<file path="config.mk">
export PLATFORM = sky130hd
export DESIGN_NAME = kuznechik_decrypt_ctrl
export DESIGN_NICKNAME = d
export VERILOG_FILES = /design/src/rtl/kuznechik_decrypt_ctrl.sv
export SDC_FILE = /design/constraint.sdc
export NUM_CORES = 1
export LEC_CHECK = 0
export CAP_MARGIN = 40
export CORE_AREA = 2 2 449 451
export DETAILED_ROUTE_END_ITERATION = 10
export DIE_AREA = 0 0 451 453
export SLEW_MARGIN = 20
export SYNTH_ARGS = -nofsm -noshare
export SYNTH_HDL_FRONTEND = slang
export SYNTH_SLANG_ARGS = --single-unit
</file>
<file path="constraint.sdc">
create_clock -name clk -period 20.7 [get_ports clk]
set_input_delay 5.175 -clock clk [delete_from_list [all_inputs] [get_ports clk]]
set_output_delay 5.175 -clock clk [all_outputs]
set_load 0.02 [all_outputs]
</file>
<file path="src/rtl/kuznechik_decrypt_ctrl.sv">
// rtl/kuznechik_decrypt_ctrl.sv - Kuznechik decrypt sequencer: key hold, ECB/CBC chaining, credit issue, output FIFO
//
// Feeds ciphertext blocks into one external OptKuznechikDecoder with
// DEC_LATENCY pipeline stages and collects the plaintext in an output FIFO.
// A block is only issued when a FIFO slot is guaranteed for it, so a stalled
// consumer can never cause a result to be dropped.
//
// Ports
//   clk, rst                      clock, asynchronous active-high reset
//   key_valid/key_ready           load key_in, iv_in and cbc_in (1 = CBC)
//   ct_valid/ct_ready/ct_data     ciphertext input stream
//   pt_valid/pt_ready/pt_data     plaintext output stream (FIFO head)
//   dec_encoded, dec_key          to the decoder (.encoded, .key)
//   dec_block                     from the decoder (.block)
//   busy                          blocks in flight or FIFO not empty

module kuznechik_decrypt_ctrl #(
    parameter int DEC_LATENCY = 0,
    parameter int OUT_DEPTH   = 4
) (
    input  logic         clk,
    input  logic         rst,
    input  logic         key_valid,
    output logic         key_ready,
    input  logic [255:0] key_in,
    input  logic [127:0] iv_in,
    input  logic         cbc_in,
    input  logic         ct_valid,
    output logic         ct_ready,
    input  logic [127:0] ct_data,
    output logic         pt_valid,
    input  logic         pt_ready,
    output logic [127:0] pt_data,
    output logic [127:0] dec_encoded,
    output logic [255:0] dec_key,
    input  logic [127:0] dec_block,
    output logic         busy
);

    localparam int CW = $clog2(OUT_DEPTH + 1);
    localparam int PW = (OUT_DEPTH > 1) ? $clog2(OUT_DEPTH) : 1;
    localparam logic [CW:0]   DEPTH_W = (CW + 1)'(OUT_DEPTH);
    localparam logic [CW-1:0] FULL_C  = CW'(OUT_DEPTH);
    localparam logic [PW-1:0] LAST_P  = PW'(OUT_DEPTH - 1);

    typedef enum logic [1:0] {
        NOKEY = 2'd0,
        RUN   = 2'd1,
        DRAIN = 2'd2
    } state_t;

    state_t        state;
    logic [255:0]  key_q;
    logic [127:0]  chain_q;
    logic          cbc_q;
    logic [CW-1:0] inflight;
    logic [CW-1:0] fifo_count;
    logic [PW-1:0] wr_ptr;
    logic [PW-1:0] rd_ptr;
    logic [127:0]  fifo_mem [OUT_DEPTH];

    logic          key_acc;
    logic          issue;
    logic          retire;
    logic          retire_cbc;
    logic [127:0]  retire_chain;
    logic [127:0]  retire_data;
    logic          push;
    logic          pop;
    logic [CW:0]   credit_used;

    function automatic logic [PW-1:0] ptr_inc(input logic [PW-1:0] p);
        return (p == LAST_P) ? '0 : p + 1'b1;
    endfunction

    // Every in-flight block and every stored result holds one FIFO credit.
    assign credit_used = {1'b0, inflight} + {1'b0, fifo_count};

    assign key_ready = (state == NOKEY) || ((state == DRAIN) && (inflight == '0));
    assign key_acc   = key_valid && key_ready;
    // A pending key load blocks new ciphertext so the drain can complete.
    assign ct_ready  = (state == RUN) && !key_valid && (credit_used < DEPTH_W);
    assign issue     = ct_valid && ct_ready;

    assign dec_encoded = issue ? ct_data : '0;
    assign dec_key     = key_q;

    always_ff @(posedge clk or posedge rst) begin
        if (rst) begin
            state   <= NOKEY;
            key_q   <= '0;
            chain_q <= '0;
            cbc_q   <= 1'b0;
        end else begin
            case (state)
                NOKEY:   if (key_valid) state <= RUN;
                RUN:     if (key_valid) state <= DRAIN;
                DRAIN:   if (inflight == '0) state <= RUN;
                default: state <= NOKEY;
            endcase
            if (key_acc) begin
                key_q   <= key_in;
                chain_q <= iv_in;
                cbc_q   <= cbc_in;
            end else if (issue) begin
                chain_q <= ct_data;
            end
        end
    end

    // Tag pipeline: carries the chain value and mode of each issued block
    // alongside the decoder so the XOR at retire uses that block's context.
    generate
        if (DEC_LATENCY == 0) begin : g_comb
            assign retire       = issue;
            assign retire_chain = chain_q;
            assign retire_cbc   = cbc_q;
        end else begin : g_pipe
            logic [DEC_LATENCY-1:0] tag_v;
            logic [DEC_LATENCY-1:0] tag_cbc;
            logic [127:0]           tag_chain [DEC_LATENCY];

            always_ff @(posedge clk or posedge rst) begin
                if (rst) begin
                    tag_v   <= '0;
                    tag_cbc <= '0;
                    for (int i = 0; i < DEC_LATENCY; i++) tag_chain[i] <= '0;
                end else begin
                    tag_v[0]     <= issue;
                    tag_cbc[0]   <= cbc_q;
                    tag_chain[0] <= chain_q;
                    for (int i = 1; i < DEC_LATENCY; i++) begin
                        tag_v[i]     <= tag_v[i-1];
                        tag_cbc[i]   <= tag_cbc[i-1];
                        tag_chain[i] <= tag_chain[i-1];
                    end
                end
            end

            assign retire       = tag_v[DEC_LATENCY-1];
            assign retire_chain = tag_chain[DEC_LATENCY-1];
            assign retire_cbc   = tag_cbc[DEC_LATENCY-1];
        end
    endgenerate

    assign retire_data = dec_block ^ (retire_cbc ? retire_chain : '0);

    always_ff @(posedge clk or posedge rst) begin
        if (rst) begin
            inflight <= '0;
        end else if (issue && !retire) begin
            inflight <= inflight + 1'b1;
        end else if (retire && !issue) begin
            inflight <= inflight - 1'b1;
        end
    end

    assign push     = retire;
    assign pt_valid = (fifo_count != '0);
    assign pop      = pt_valid && pt_ready;
    assign pt_data  = pt_valid ? fifo_mem[rd_ptr] : '0;
    assign busy     = (inflight != '0) || (fifo_count != '0);

    always_ff @(posedge clk or posedge rst) begin
        if (rst) begin
            wr_ptr     <= '0;
            rd_ptr     <= '0;
            fifo_count <= '0;
        end else begin
            if (push) wr_ptr <= ptr_inc(wr_ptr);
            if (pop)  rd_ptr <= ptr_inc(rd_ptr);
            if (push && !pop) begin
                fifo_count <= fifo_count + 1'b1;
            end else if (pop && !push) begin
                fifo_count <= fifo_count - 1'b1;
            end
        end
    end

    // Storage array carries no reset; validity is tracked by fifo_count.
    always_ff @(posedge clk) begin
        if (push) fifo_mem[wr_ptr] <= retire_data;
        if (!rst) assert (!(push && !pop && (fifo_count == FULL_C)));
    end

endmodule

</file>
; After elaboration in Yosys (flattened, before gate mapping)
; Memories as Yosys holds them, arrays and structs flattened.
; Index checks and enable logic that the tools add are counted.
[classes]
reduce_logical = 16
n_eq_ne = 6
n_bitwise = 1
order_cmp = 1
mux = 14
n_addsub = 4
[ops]
columns = operator, count
row1 = $mux 128, 5
row2 = $xor 128x128->128, 1
row3 = $mux 2, 4
row4 = $logic_and 1x1->1, 7
row5 = $eq 2x2->1 const B, 3
row6 = $mux 3, 2
row7 = $pmux 2 s3, 1
row8 = $add 2x1->2 const B, 2
row9 = $ne 2x2->1 const B, 2
row10 = $reduce_bool 2->1, 2
row11 = $add 3x1->3 const B, 1
row12 = $logic_not 1->1, 3
row13 = $lt 3x3->1 const B, 1
row14 = $reduce_bool 3->1, 1
row15 = $sub 3x1->3 const B, 1
row16 = $eq 2x1->1 const B, 1
row17 = $logic_not 2->1, 1
row18 = $mux 1, 2
row19 = $reduce_and 2->1, 1
row20 = $logic_or 1x1->1, 1
[totals]
mem_count = 1
ramBits = 512
reg_bits = 394
inputBits = 646
[mem_list]
columns = memory, depth, word_bits, rd, rd_clocked_by_memory_dff, write_ports, line
row1 = fifo_mem, 4, 128, 1, 0, 1, 60  ; logic [127:0] fifo_mem [OUT_DEPTH];

; Longest topological paths before layout
[depth]
depth_word = 8
depth_mapped = 9
depth_no_buf = 8

; Worst setup path after synthesis
; OpenSTA, ideal clock, no wires.
[synth_timing]
path_type = input to output
from = input key_valid
to = output dec_encoded[112]
arrival_ns = 6.642
stages = 7
t_required_ns = 15.525
path_buffers = 4
setup_slack_ns = 8.883
cell_sequence = or4b_1 > buf_6 > clkinv_4 > buf_4 > buf_4 > buf_2 > and3_1
[synth_via]
elab_chain_cells = 5
[synth_rtl]
columns = element, line
row1 = start: declaration, 23  ; input logic key_valid,
row2 = $logic_not 1->1, 82  ; assign ct_ready = (state == RUN) && !key_valid && (credit_used < DEPTH_W);
row3 = $logic_and 1x1->1 (2 in series), 82
row4 = net ct_ready, 29  ; output logic ct_ready,
row5 = $logic_and 1x1->1, 83  ; assign issue = ct_valid && ct_ready;
row6 = $mux 128, 85  ; assign dec_encoded = issue ? ct_data : '0;
row7 = end: declaration, 34  ; output logic [127:0] dec_encoded,
; The timed path passes the listed nets, and every way through them passes these cells.

; Final worst setup path
[layout_timing]
from = input key_valid
to = output dec_encoded[102]
[layout_via]
elab_chain_cells = 5
[layout_rtl]
columns = element, line
row1 = $logic_not 1->1, 82
row2 = $logic_and 1x1->1 (2 in series), 82
row3 = $logic_and 1x1->1, 83
row4 = $mux 128, 85
; Every way passes these cells.

==> load_flow_metrics.sql <==
INSERT INTO impl_metrics (metric_group, metric, value, unit) VALUES
('clock_tree', 'cts_root_buf', 'sky130_fd_sc_hd__clkbuf_16', ''),
('critical_path', 'worst-endpoint-arrival', '8.65', 'ns'),
('drt', 'remaining_antenna_violation_count_after_routing', '0', ''),
('drt', 'postRouteWirelength', '160', 'mm'),
('floorplanning', 'number_of_top_level_pins', '1162', ''),
('critical_path', 'worst_ep_required_time', '15.53', 'ns'),
('final_layout', 'drive_above_1_share', '0.0938', ''),
('clock_tree', 'numClockSinks', '906', ''),
('power', 'max-vdd-ir-drop', '97.5', 'uV'),
('yosys', 'post_synth_mux_area_share', '0.0794', ''),
('timing', 'tns', '0', 'ns'),
('drt', 'drt-vias-per-instance', '4.03', ''),
('grt', 'grt_start_max_net_pins', '107', ''),
('critical_path', 'slowest_stage', 'sky130_fd_sc_hd__buf_4', ''),
('yosys', 'synth_adder_area_share', '0.00259', ''),
('final_layout', 'postLayoutCoreUtil', '0.278', ''),
('critical_path', 'worst_setup_path_startpoint', 'key_valid', ''),
('critical_path', 'worstRegToRegCells', '7', ''),
('clock_tree', 'clock_transition_at_path_regs', '0.06', 'ns'),
('place', 'detailedPlacementHpwl', '124', 'mm'),
('critical_path', 'timing.setup.critical_path_class', 'input port to output pin', ''),
('final_layout', 'layout-area-overhead-vs-synth', '50.8', '%'),
('power', 'powerDensity', '149', 'nW/um^2'),
('yosys', 'synth_seq_cells', '906', ''),
('grt', 'via_count_of_the_first_global_routing_pass', '27410', ''),
('floorplanning', 'floorplan.rows', '164', ''),
('floorplanning', 'chipWidth', '451', 'um'),
('yosys', 'avgSynthCellArea', '13.6', 'sq um'),
('place', 'numPortBuffers', '1161', ''),
('grt', 'global_route_wire_length_before_repair', '218', 'mm'),
('critical_path', 'cp_max_fanout', '79', ''),
('timing', 'fin_crit_sh', '0.668', ''),
('clock_tree', 'cts_max_level', '3', ''),
('timing', 'fin_crit', '13.83', 'ns'),
('yosys', 'synth_compound_area_frac', '0.0383', ''),
('grt', 'grt_use_total', '0.151', ''),
('min_path', 'min_path_type', 'register to register', ''),
('drt', 'drc', '0', ''),
('timing', 'unrepaired_setup_endpoints_after_global_routing', 'false', ''),
('timing', 'setup-violations-final', '0', ''),
('yosys', 'synth_cells', '2711', ''),
('critical_path', 'r2r_start', 'fifo_count[2]', ''),
('floorplanning', 'initial_cell_density_of_the_core', '0.184', ''),
('yosys', 'ys_dominant_reg_cell', 'sky130_fd_sc_hd__edfxtp_1', ''),
('timing', 'maxSlewViolCount', '0', ''),
('timing', 'fmaxAchievable', '72.3', 'MHz'),
('grt', 'antenna_violations_before_repair', '83', ''),
('yosys', 'synth-seq-area-share', '0.687', ''),
('critical_path', 'r2r-end', 'fifo_mem[2][72]', ''),
('critical_path', 'r2r_setup_slack', '16.24', 'ns'),
('clock_tree', 'worst_skew_pair.late_latency', '0.74', 'ns'),
('clock_tree', 'cts_hold_buffers', '0', ''),
('place', 'dpl-instance-area', '51600', 'sq um'),
('clock_tree', 'clock_buffer_count_from_cts', '106', ''),
('outcome', 'status', 'completed', ''),
('floorplanning', 'design.die.area', '204000', 'sq um'),
('final_layout', 'nFillCells', '20497', ''),
('critical_path', 'critical_path.endpoint_type', 'output pin', ''),
('clock_tree', 'clockBufferDepth', '3', ''),
('yosys', 'syn-num-nets', '3364', ''),
('timing', 'hold_violations', '0', ''),
('yosys', 'synth-edff-count', '512', ''),
('final_layout', 'final_area', '55400', 'sq um'),
('drt', 'iteration_0_drc_markers', '2097', ''),
('critical_path', 'startpoint_type', 'input port', ''),
('floorplanning', 'die_height', '453', 'um'),
('timing', 'slew_headroom', '0.419', ''),
('critical_path', 'setup.worst_path.end', 'dec_encoded[102]', ''),
('clock_tree', 'cts.repair_timing.setup_buffer_count', '0', ''),
('timing', 'postLayoutSetupSlackWorst', '6.87', 'ns'),
('yosys', 'synth_top_family_by_area', 'simple AND/OR/NAND/NOR gates', '');
## registers in the layout, summed over array words and instances, names as in the netlist
register,count
dec_key,256
state,2
fifo_count,3
fifo_mem,512
rd_ptr,2
wr_ptr,2
cbc_q,1
chain_q,128
## layer usage
layer,part of all wire,GRT usage,vias up
met5,0.0025,0.00396,-
met4,0.047,0.0761,62
met3,0.088,0.0547,284
met2,0.48,0.245,1014
met1,0.38,0.175,13489
li1,-,-,11906
## worst max-delay path, delay by kind of cell
kind | cells | cell delay (ns)
buffers and inverters | 5 | 2.53
AND/OR/NAND/NOR | 2 | 0.83
## Yosys cell counts (2+ instances only)
cell	n	area [sq um]
sky130_fd_sc_hd__xnor2_1	130	1140
sky130_fd_sc_hd__mux2_2	3	33.8
sky130_fd_sc_hd__edfxtp_1	512	15400
sky130_fd_sc_hd__mux4_2	128	2880
sky130_fd_sc_hd__a31oi_1	16	100
sky130_fd_sc_hd__inv_1	6	22.5
sky130_fd_sc_hd__buf_6	10	113
sky130_fd_sc_hd__dfrtp_1	394	9860
sky130_fd_sc_hd__buf_1	16	60.1
sky130_fd_sc_hd__buf_4	3	22.5
sky130_fd_sc_hd__buf_2	23	115
sky130_fd_sc_hd__a21oi_1	16	80.1
sky130_fd_sc_hd__and3_1	132	826
sky130_fd_sc_hd__ha_1	6	75.1
sky130_fd_sc_hd__nand2_1	900	3380
sky130_fd_sc_hd__clkbuf_1	124	465
sky130_fd_sc_hd__a221o_1	112	1120
sky130_fd_sc_hd__clkbuf_2	2	10.0
sky130_fd_sc_hd__xor2_1	2	17.5
sky130_fd_sc_hd__o21ai_0	18	90.1
sky130_fd_sc_hd__nor2_1	20	75.1
sky130_fd_sc_hd__and2_1	128	801
## logic make-up (layout without fill, tap and decap cells)
kind of cell    Yosys count  count (layout)
compound gates          163             163
flops                   906             906
simple gates           1187            1187
buf+inv                 185            1418
fa+ha+maj                 7               7
mux                     131             131
xor+xnor                132             132
other cells               0              31
## report_power, final
part / total, uW / leakage (uW) / internal [uW] / switching [uW]
Clock: 1990 / 0.00180 / 1190 / 799
Sequential: 2800 / 0.00944 / 2460 / 343
Combinational: 3450 / 0.00999 / 1480 / 1980
Total: 8240 / 0.0212 / 5120 / 3120
## through the flow
step	hold WS [ns]	cells	power [uW]
after floorplan	0.428	2711	4460
after global placement	0.443	6386	6320
after detailed placement	0.461	6398	6370
after CTS	0.476	6597	8400
after global routing	0.488	6618	8670
final	0.469	6631	8240
## how the worst min path moves through the flow
stage	cells after the start	startpoint	to
2_1_floorplan	1	state[1]	state[1]
3_3_place_gp	1	state[1]	state[1]
3_5_place_dp	2	dec_key[185]	dec_key[185]
4_1_cts	2	dec_key[232]	dec_key[232]
5_1_grt	2	dec_key[197]	dec_key[197]
6_report	2	dec_key[186]	dec_key[186]
## cells in the final DEF, fill, tap and decap left out, types with 18 or more instances in the layout
cell type / netlist / routed
sky130_fd_sc_hd__clkbuf_16: 0 / 107
sky130_fd_sc_hd__clkinv_2: 0 / 19
sky130_fd_sc_hd__o21ai_0: 18 / 18
sky130_fd_sc_hd__mux4_2: 128 / 128
sky130_fd_sc_hd__edfxtp_1: 512 / 512
sky130_fd_sc_hd__buf_4: 3 / 36
sky130_fd_sc_hd__and3_1: 132 / 128
sky130_fd_sc_hd__diode_2: 0 / 31
sky130_fd_sc_hd__clkdlybuf4s50_1: 0 / 1160
sky130_fd_sc_hd__nand2_1: 900 / 900
sky130_fd_sc_hd__xnor2_1: 130 / 130
sky130_fd_sc_hd__nor2_1: 20 / 20
sky130_fd_sc_hd__and2_1: 128 / 128
sky130_fd_sc_hd__a221o_1: 112 / 112
sky130_fd_sc_hd__dfrtp_1: 394 / 391
## cell type report
class | count | area [sq um] | area share
flip-flops and latches | 906 | 25200 | 0.455
repair buffers | 1212 | 12300 | 0.222
multi-input cells | 1620 | 10700 | 0.194
well taps | 2656 | 3320 | 0.0599
clock buffers | 132 | 2860 | 0.0516
clock inverters | 67 | 861 | 0.0155
diodes | 31 | 77.6 | 0.00140
inverters | 7 | 38.8 | 0.000700
Note: power is estimated with default switching activity, not from simulation.
